--- config.mk ---
export PLATFORM = sky130hd
export DESIGN_NAME = trap_controller
export DESIGN_NICKNAME = d
export VERILOG_FILES = /design/src/rtl/trap_pkg.sv /design/src/rtl/trap_csr_file.sv /design/src/rtl/trap_controller.sv
export SDC_FILE = /design/constraint.sdc
export NUM_CORES = 1
export LEC_CHECK = 0
export CORE_MARGIN = 2
export CORE_UTILIZATION = 38
export DETAILED_ROUTE_END_ITERATION = 8
export PLACE_DENSITY = 0.77
export SLEW_MARGIN = 15
export SYNTH_ARGS = -nofsm -noshare
export SYNTH_HDL_FRONTEND = slang
export SYNTH_SLANG_ARGS = --single-unit
--- constraint.sdc ---
create_clock -name clk -period 2.1 [get_ports clk]
set_input_delay 0.42 -clock clk [delete_from_list [all_inputs] [get_ports clk]]
set_output_delay 0.42 -clock clk [all_outputs]
set_load 0.02 [all_outputs]
--- src/rtl/trap_pkg.sv ---
// -----------------------------------------------------------------------------
// trap_pkg
// Shared definitions for the supervisor trap controller:
//   - trap_state_t : FSM state encoding used by trap_controller
//   - CSR_*        : CSR addresses decoded by trap_csr_file
//   - PC_W         : program counter width (all PC arithmetic is mod 2^PC_W)
//   - STVEC_RESET  : value stvec takes while rst_n is low
//   - align_pc     : truncates a 64-bit write value to a word-aligned PC
// -----------------------------------------------------------------------------
package trap_pkg;

  localparam int PC_W = 15;

  localparam logic [11:0] CSR_STVEC  = 12'h105;
  localparam logic [11:0] CSR_SEPC   = 12'h141;
  localparam logic [11:0] CSR_SCAUSE = 12'h142;

  localparam logic [PC_W-1:0] STVEC_RESET = 15'h0040;

  typedef enum logic [2:0] {
    ST_IDLE     = 3'd0,
    ST_FLUSH    = 3'd1,
    ST_REDIRECT = 3'd2,
    ST_HANDLER  = 3'd3,
    ST_RETURN   = 3'd4
  } trap_state_t;

  // Keep the low PC_W bits and clear the two LSBs (instructions are
  // word aligned, so a PC-valued CSR never holds a misaligned address).
  function automatic logic [PC_W-1:0] align_pc(input logic [63:0] value);
    logic [PC_W-1:0] pc;
    pc = value[PC_W-1:0];
    pc[1:0] = 2'b00;
    return pc;
  endfunction

endpackage

--- src/rtl/trap_csr_file.sv ---
// -----------------------------------------------------------------------------
// trap_csr_file
// Holds the supervisor trap CSRs (stvec, sepc, scause), the software read mux
// and the handler target address computation.
//
// Configuration macro: TRAP_VECTORED_EN
//   defined   : target = stvec + (scause[3:0] << 2) when scause[63] = 1
//   undefined : target = stvec always
//
// Ports
//   clk, rst_n            clock (rising edge), asynchronous active-low reset
//   capture               trap entry: load sepc_in/scause_in this edge
//   sepc_in, scause_in    faulting PC and cause code to capture
//   csr_we/addr/wdata     software CSR write
//   csr_rdata             combinational read of csr_addr (0 when unmapped)
//   sepc                  current sepc value (return address)
//   trap_target           handler entry address
// -----------------------------------------------------------------------------
module trap_csr_file
  import trap_pkg::*;
(
  input  logic            clk,
  input  logic            rst_n,
  input  logic            capture,
  input  logic [PC_W-1:0] sepc_in,
  input  logic [63:0]     scause_in,
  input  logic            csr_we,
  input  logic [11:0]     csr_addr,
  input  logic [63:0]     csr_wdata,
  output logic [63:0]     csr_rdata,
  output logic [PC_W-1:0] sepc,
  output logic [PC_W-1:0] trap_target
);

  logic [PC_W-1:0] stvec_reg;
  logic [PC_W-1:0] sepc_reg;
  logic [63:0]     scause_reg;

  logic wr_stvec;
  logic wr_sepc;
  logic wr_scause;

  assign wr_stvec  = csr_we && (csr_addr == CSR_STVEC);
  assign wr_sepc   = csr_we && (csr_addr == CSR_SEPC);
  assign wr_scause = csr_we && (csr_addr == CSR_SCAUSE);

  // stvec is never touched by hardware, so a software write always lands.
  always_ff @(posedge clk or negedge rst_n) begin
    if (!rst_n) begin
      stvec_reg <= STVEC_RESET;
    end else if (wr_stvec) begin
      stvec_reg <= align_pc(csr_wdata);
    end
  end

  // Hardware capture at trap entry takes priority over a same-edge
  // software write so the faulting context is never lost.
  always_ff @(posedge clk or negedge rst_n) begin
    if (!rst_n) begin
      sepc_reg   <= '0;
      scause_reg <= '0;
    end else if (capture) begin
      sepc_reg   <= sepc_in;
      scause_reg <= scause_in;
    end else begin
      if (wr_sepc) begin
        sepc_reg <= align_pc(csr_wdata);
      end
      if (wr_scause) begin
        scause_reg <= csr_wdata;
      end
    end
  end

  always_comb begin
    csr_rdata = '0;
    case (csr_addr)
      CSR_STVEC:  csr_rdata = {{(64-PC_W){1'b0}}, stvec_reg};
      CSR_SEPC:   csr_rdata = {{(64-PC_W){1'b0}}, sepc_reg};
      CSR_SCAUSE: csr_rdata = scause_reg;
      default:    csr_rdata = '0;
    endcase
  end

`ifdef TRAP_VECTORED_EN
  // Interrupt causes (MSB set) vector to stvec + 4*code; the add wraps
  // naturally at PC_W bits.
  always_comb begin
    trap_target = stvec_reg;
    if (scause_reg[63]) begin
      trap_target = stvec_reg + {{(PC_W-6){1'b0}}, scause_reg[3:0], 2'b00};
    end
  end
`else
  assign trap_target = stvec_reg;
`endif

  assign sepc = sepc_reg;

endmodule

--- src/rtl/trap_controller.sv ---
// -----------------------------------------------------------------------------
// trap_controller
// Supervisor trap sequencer: on an exception it captures the faulting context,
// squashes the pipeline for one cycle, redirects fetch to the handler and
// holds in_trap until sret, which flushes and redirects back to sepc.
//
// Configuration macro: TRAP_VECTORED_EN (vectored handler target, see
// trap_csr_file).
//
// Ports
//   clk, rst_n            clock (rising edge), asynchronous active-low reset
//   exception             exception flag (level, valid per cycle)
//   sepc_in, scause_in    faulting PC and cause code
//   sret                  return-from-trap instruction in EXE
//   csr_we/addr/wdata     software CSR write
//   csr_rdata             combinational CSR read, 0 for unmapped addresses
//   flush                 squash IF/ID, ID/EXE, EXE/MEM
//   pc_redirect           fetch PC override valid
//   redirect_pc           fetch PC override value
//   in_trap               handler is running
//   double_fault          sticky: exception taken while in the handler
// -----------------------------------------------------------------------------
module trap_controller
  import trap_pkg::*;
(
  input  logic            clk,
  input  logic            rst_n,
  input  logic            exception,
  input  logic [PC_W-1:0] sepc_in,
  input  logic [63:0]     scause_in,
  input  logic            sret,
  input  logic            csr_we,
  input  logic [11:0]     csr_addr,
  input  logic [63:0]     csr_wdata,
  output logic [63:0]     csr_rdata,
  output logic            flush,
  output logic            pc_redirect,
  output logic [PC_W-1:0] redirect_pc,
  output logic            in_trap,
  output logic            double_fault
);

  trap_state_t state_reg, state_next;
  logic        double_fault_reg, double_fault_next;
  logic        capture;
  logic [PC_W-1:0] sepc;
  logic [PC_W-1:0] trap_target;

  // Context is captured only on a fresh trap; a nested exception in the
  // handler keeps the original sepc/scause.
  assign capture = (state_reg == ST_IDLE) && exception;

  trap_csr_file u_csr (
    .clk         (clk),
    .rst_n       (rst_n),
    .capture     (capture),
    .sepc_in     (sepc_in),
    .scause_in   (scause_in),
    .csr_we      (csr_we),
    .csr_addr    (csr_addr),
    .csr_wdata   (csr_wdata),
    .csr_rdata   (csr_rdata),
    .sepc        (sepc),
    .trap_target (trap_target)
  );

  always_ff @(posedge clk or negedge rst_n) begin
    if (!rst_n) begin
      state_reg        <= ST_IDLE;
      double_fault_reg <= 1'b0;
    end else begin
      state_reg        <= state_next;
      double_fault_reg <= double_fault_next;
    end
  end

  always_comb begin
    state_next        = state_reg;
    double_fault_next = double_fault_reg;
    flush             = 1'b0;
    pc_redirect       = 1'b0;
    redirect_pc       = '0;
    in_trap           = 1'b0;

    case (state_reg)
      ST_IDLE: begin
        if (exception) begin
          state_next = ST_FLUSH;
        end
      end
      // Exceptions raised here belong to instructions being squashed.
      ST_FLUSH: begin
        flush      = 1'b1;
        state_next = ST_REDIRECT;
      end
      ST_REDIRECT: begin
        pc_redirect = 1'b1;
        redirect_pc = trap_target;
        state_next  = ST_HANDLER;
      end
      ST_HANDLER: begin
        in_trap = 1'b1;
        // A fault inside the handler outranks a simultaneous sret.
        if (exception) begin
          double_fault_next = 1'b1;
          state_next        = ST_FLUSH;
        end else if (sret) begin
          state_next = ST_RETURN;
        end
      end
      ST_RETURN: begin
        flush       = 1'b1;
        pc_redirect = 1'b1;
        redirect_pc = sepc;
        state_next  = ST_IDLE;
      end
      default: begin
        state_next = ST_IDLE;
      end
    endcase
  end

  assign double_fault = double_fault_reg;

endmodule

==> results.json <==
{
  "violations": "negative setup slack",
  "synth_ff_type": "dfrtp_1",
  "critPathLaunchType": "input pin",
  "initial_core_util": 0.3895,
  "ys_warn_count": 0,
  "crit_path_top_delay_cell": "nor4b_4",
  "ff2ff_setup_slack_ns": 0.03,
  "clockRootBuffer": "clkbuf_16",
  "grt_max_degree": 37,
  "ys_async_sr_fraction": 1.000,
  "post-route-cell-area_um2": 9624,
  "grt_pass1_vias": 5105,
  "slew_headroom": 0.6705,
  "path_max_fanout": 4,
  "r2r-end": "u_csr.scause_reg[28]$_DFFE_PN0P_",
  "period_share": 1.140,
  "clock_skew_ns": 0.01114,
  "rsz0062_at_grt": "yes",
  "clock-sinks": 96,
  "end_kind": "output port",
  "clk_latency_ns": 0.34,
  "grt_busiest_layer": "met2",
  "placed_cell_area_um2": 8294,
  "grtUsageMet3": 0.06780,
  "avgSynthCellArea_um2": 12.36,
  "fp.dieW_um": 123.5,
  "antenna_found_initial": 2,
  "grt_use_met1": 0.2914,
  "grt_util_all_layers": 0.2454,
  "crit_top_cell": "buf_6",
  "max_stage_delay_ns": 0.31,
  "reg2reg_from": "state_reg[1]$_DFFE_PN0P_",
  "p_per_area_nw_per_um2": 791.7,
  "critPathKind": "in2out",
  "final_antenna_net_count": 0,
  "worst_hold_path_type": "in2async",
  "cts_max_level": 3,
  "hold_viol_final": 0,
  "fin_crit_ns": 2.394,
  "cts_buffer_depth": 2,
  "dp_slack_ns": -1.021,
  "chipHeight_um": 123.5,
  "synth_edf_count": 0,
  "worst_pin_slew_ns": 0.4943,
  "crit_chain": "buf_8 > nor4b_4 > nand3b_1 > nor2_4 > buf_6 > buf_6 > buf_16 > buf_6 > and2_4 > buf_6",
  "gp_congestion": 0.8447,
  "wl_per_cell_um": 21.15,
  "num_rows": 43,
  "ir_drop_uv": 378.2,
  "fin_nets": 896,
  "status": "complete, but fails checks",
  "max-cap-violations": 0,
  "vias": 4830,
  "area_growth_syn_to_layout_pct": 77.32,
  "clk_pin_slew_ns": 0.07,
  "drt_iter0_drc": 235,
  "clock.fmax_ghz": 0.4178,
  "yosys-top-cells-area": "dfrtp_1 (44%), mux2_2 (19%), mux2_1 (16%)",
  "gr-total-overflow": 0,
  "leakage_uw": 0.004105,
  "grt_pass1_wl_um": 27790,
  "setup_violations": 64,
  "ys_types": 33,
  "power_uw": 7620,
  "synth.most_common_cell": "dfrtp_1",
  "rr_worst_depth": 8,
  "die_area_um2": 15260,
  "cts_tree": "built",
  "via_per_inst": 5.239,
  "hold_buffers": 0,
  "drive_gt1_frac": 0.4683,
  "syn_nets": 599,
  "met2_usage": 0.4196,
  "arrival_ns": 1.97,
  "stdcell_count": 922,
  "place_hpwl_um": 12230,
  "slew_viol_final": 0,
  "cts_buffers": 9,
  "yosysTopAreaCellShare": 0.4380,
  "setup_slack_ns": -0.2936,
  "largest_register_ffs": 64,
  "drc": 0,
  "ys_seq_elements": 96,
  "ys_seq_area_frac": 0.4428,
  "portBuffers": 242,
  "cp_data_required_time_ns": 1.68,
  "io_pins": 243,
  "wl_um": 19500,
  "utilization": 0.6907,
  "place_inst": 867,
  "yosysTopAreaCell": "dfrtp_1",
  "synth_cells": 439,
  "synth_commonest_cells": "dfrtp_1 (95), mux2_2 (91), mux2_1 (76)",
  "core-area_um2": 13930,
  "firstDrtPassIters": 4,
  "syn_area_um2": 5428
}
==> what timing repair did <==
| item | in CTS | in global routing |
|---|---|---|
| resized for setup | 576 | 37 |
| setup buffers | 23 | 2 |
| cloned | 13 | 4 |
| endpoints found under the setup margin | 172 | 105 |
| pin swaps | 25 | 29 |
==> per-stage QoR <==
stage | TNS (ns) | hold slack [ns]
2_1_floorplan | 0 | 0.1244
3_5_place_dp | -108.27 | 0.4165
6_report | -12.32 | 0.03184
3_3_place_gp | -100.01 | 0.4073
4_1_cts | -11.47 | 0.04288
5_1_grt | -18.61 | 0.05559
==> worst max-delay path, delay by kind of cell <==
kind                   cells  cell delay (ns)
buffers and inverters      6             0.68
AND/OR/NAND/NOR            4             0.87
==> power breakdown <==
group / switching, uW / internal [uW] / total, uW
Sequential: 582 / 2660 / 3240
Combinational: 1130 / 1680 / 2810
Clock: 725 / 840 / 1560
==> cells by family (layout without fill, tap and decap cells) <==
logic type | after synthesis | count (layout) | synth area share
DFF | 96 | 96 | 0.4428
buffers and inverters | 37 | 339 | 0.03665
muxes | 167 | 167 | 0.3465
and+or+nand+nor | 89 | 89 | 0.1007
xor gates and xnor gates | 1 | 1 | 0.001614
other | 0 | 1 | 0
AOI/OAI and AO/OA | 49 | 49 | 0.07169
==> per-layer routing <==
| metal | wire, um | vias up |
|---|---|---|
| li1 | - | 2187 |
| met1 | 7649 | 2398 |
| met2 | 9903 | 203 |
| met3 | 1429 | 42 |
| met4 | 516 | 0 |
| met5 | 0 | - |
==> layout by cell type, fill, tap and decap left out, types with 2 or more instances in the layout <==
cell and count:
a22oi_1 26, a32o_2 2, and2_4 49, and3_1 2, buf_12 14, buf_16 10
buf_2 15, buf_4 29, buf_6 82, buf_8 6, clkbuf_1 2, clkbuf_16 13
clkbuf_2 2, clkdlybuf4s15_1 2, clkdlybuf4s50_1 147, clkinvlp_4 2, dfrtp_1 95, dlygate4sd2_1 6
inv_1 5, mux2_1 72, mux2_2 91, mux2_4 4, nand2_1 4, nand3_1 2
nor2_1 18, nor2b_1 2, nor4b_4 2, o21ai_0 2, o2bb2ai_2 6, o2bb2ai_4 7
==> worst max-delay path by stage <==
stage | start | end | slack, ns | cells after the start
6_report | csr_addr[3] | csr_rdata[53] | -0.29 | 10
5_1_grt | csr_addr[3] | csr_rdata[54] | -0.39 | 10
4_1_cts | csr_addr[2] | csr_rdata[14] | -0.30 | 11
3_5_place_dp | csr_addr[7] | csr_rdata[20] | -1.02 | 7
3_3_place_gp | csr_addr[7] | csr_rdata[20] | -0.97 | 7
2_1_floorplan | csr_addr[7] | csr_rdata[16] | 0.02 | 5
==> area by class of cell <==
cell class | instances | area (um2)
timing repair buffer | 318 | 3527
fill | 978 | 4310
inverter | 5 | 18.77
sequential | 96 | 2404
antenna | 1 | 2.502
multi-input combinational | 306 | 3172
clock buffer | 12 | 246.5
clock inverter | 4 | 28.78
tap | 180 | 225.2
Power figures use the tool's default switching activity.
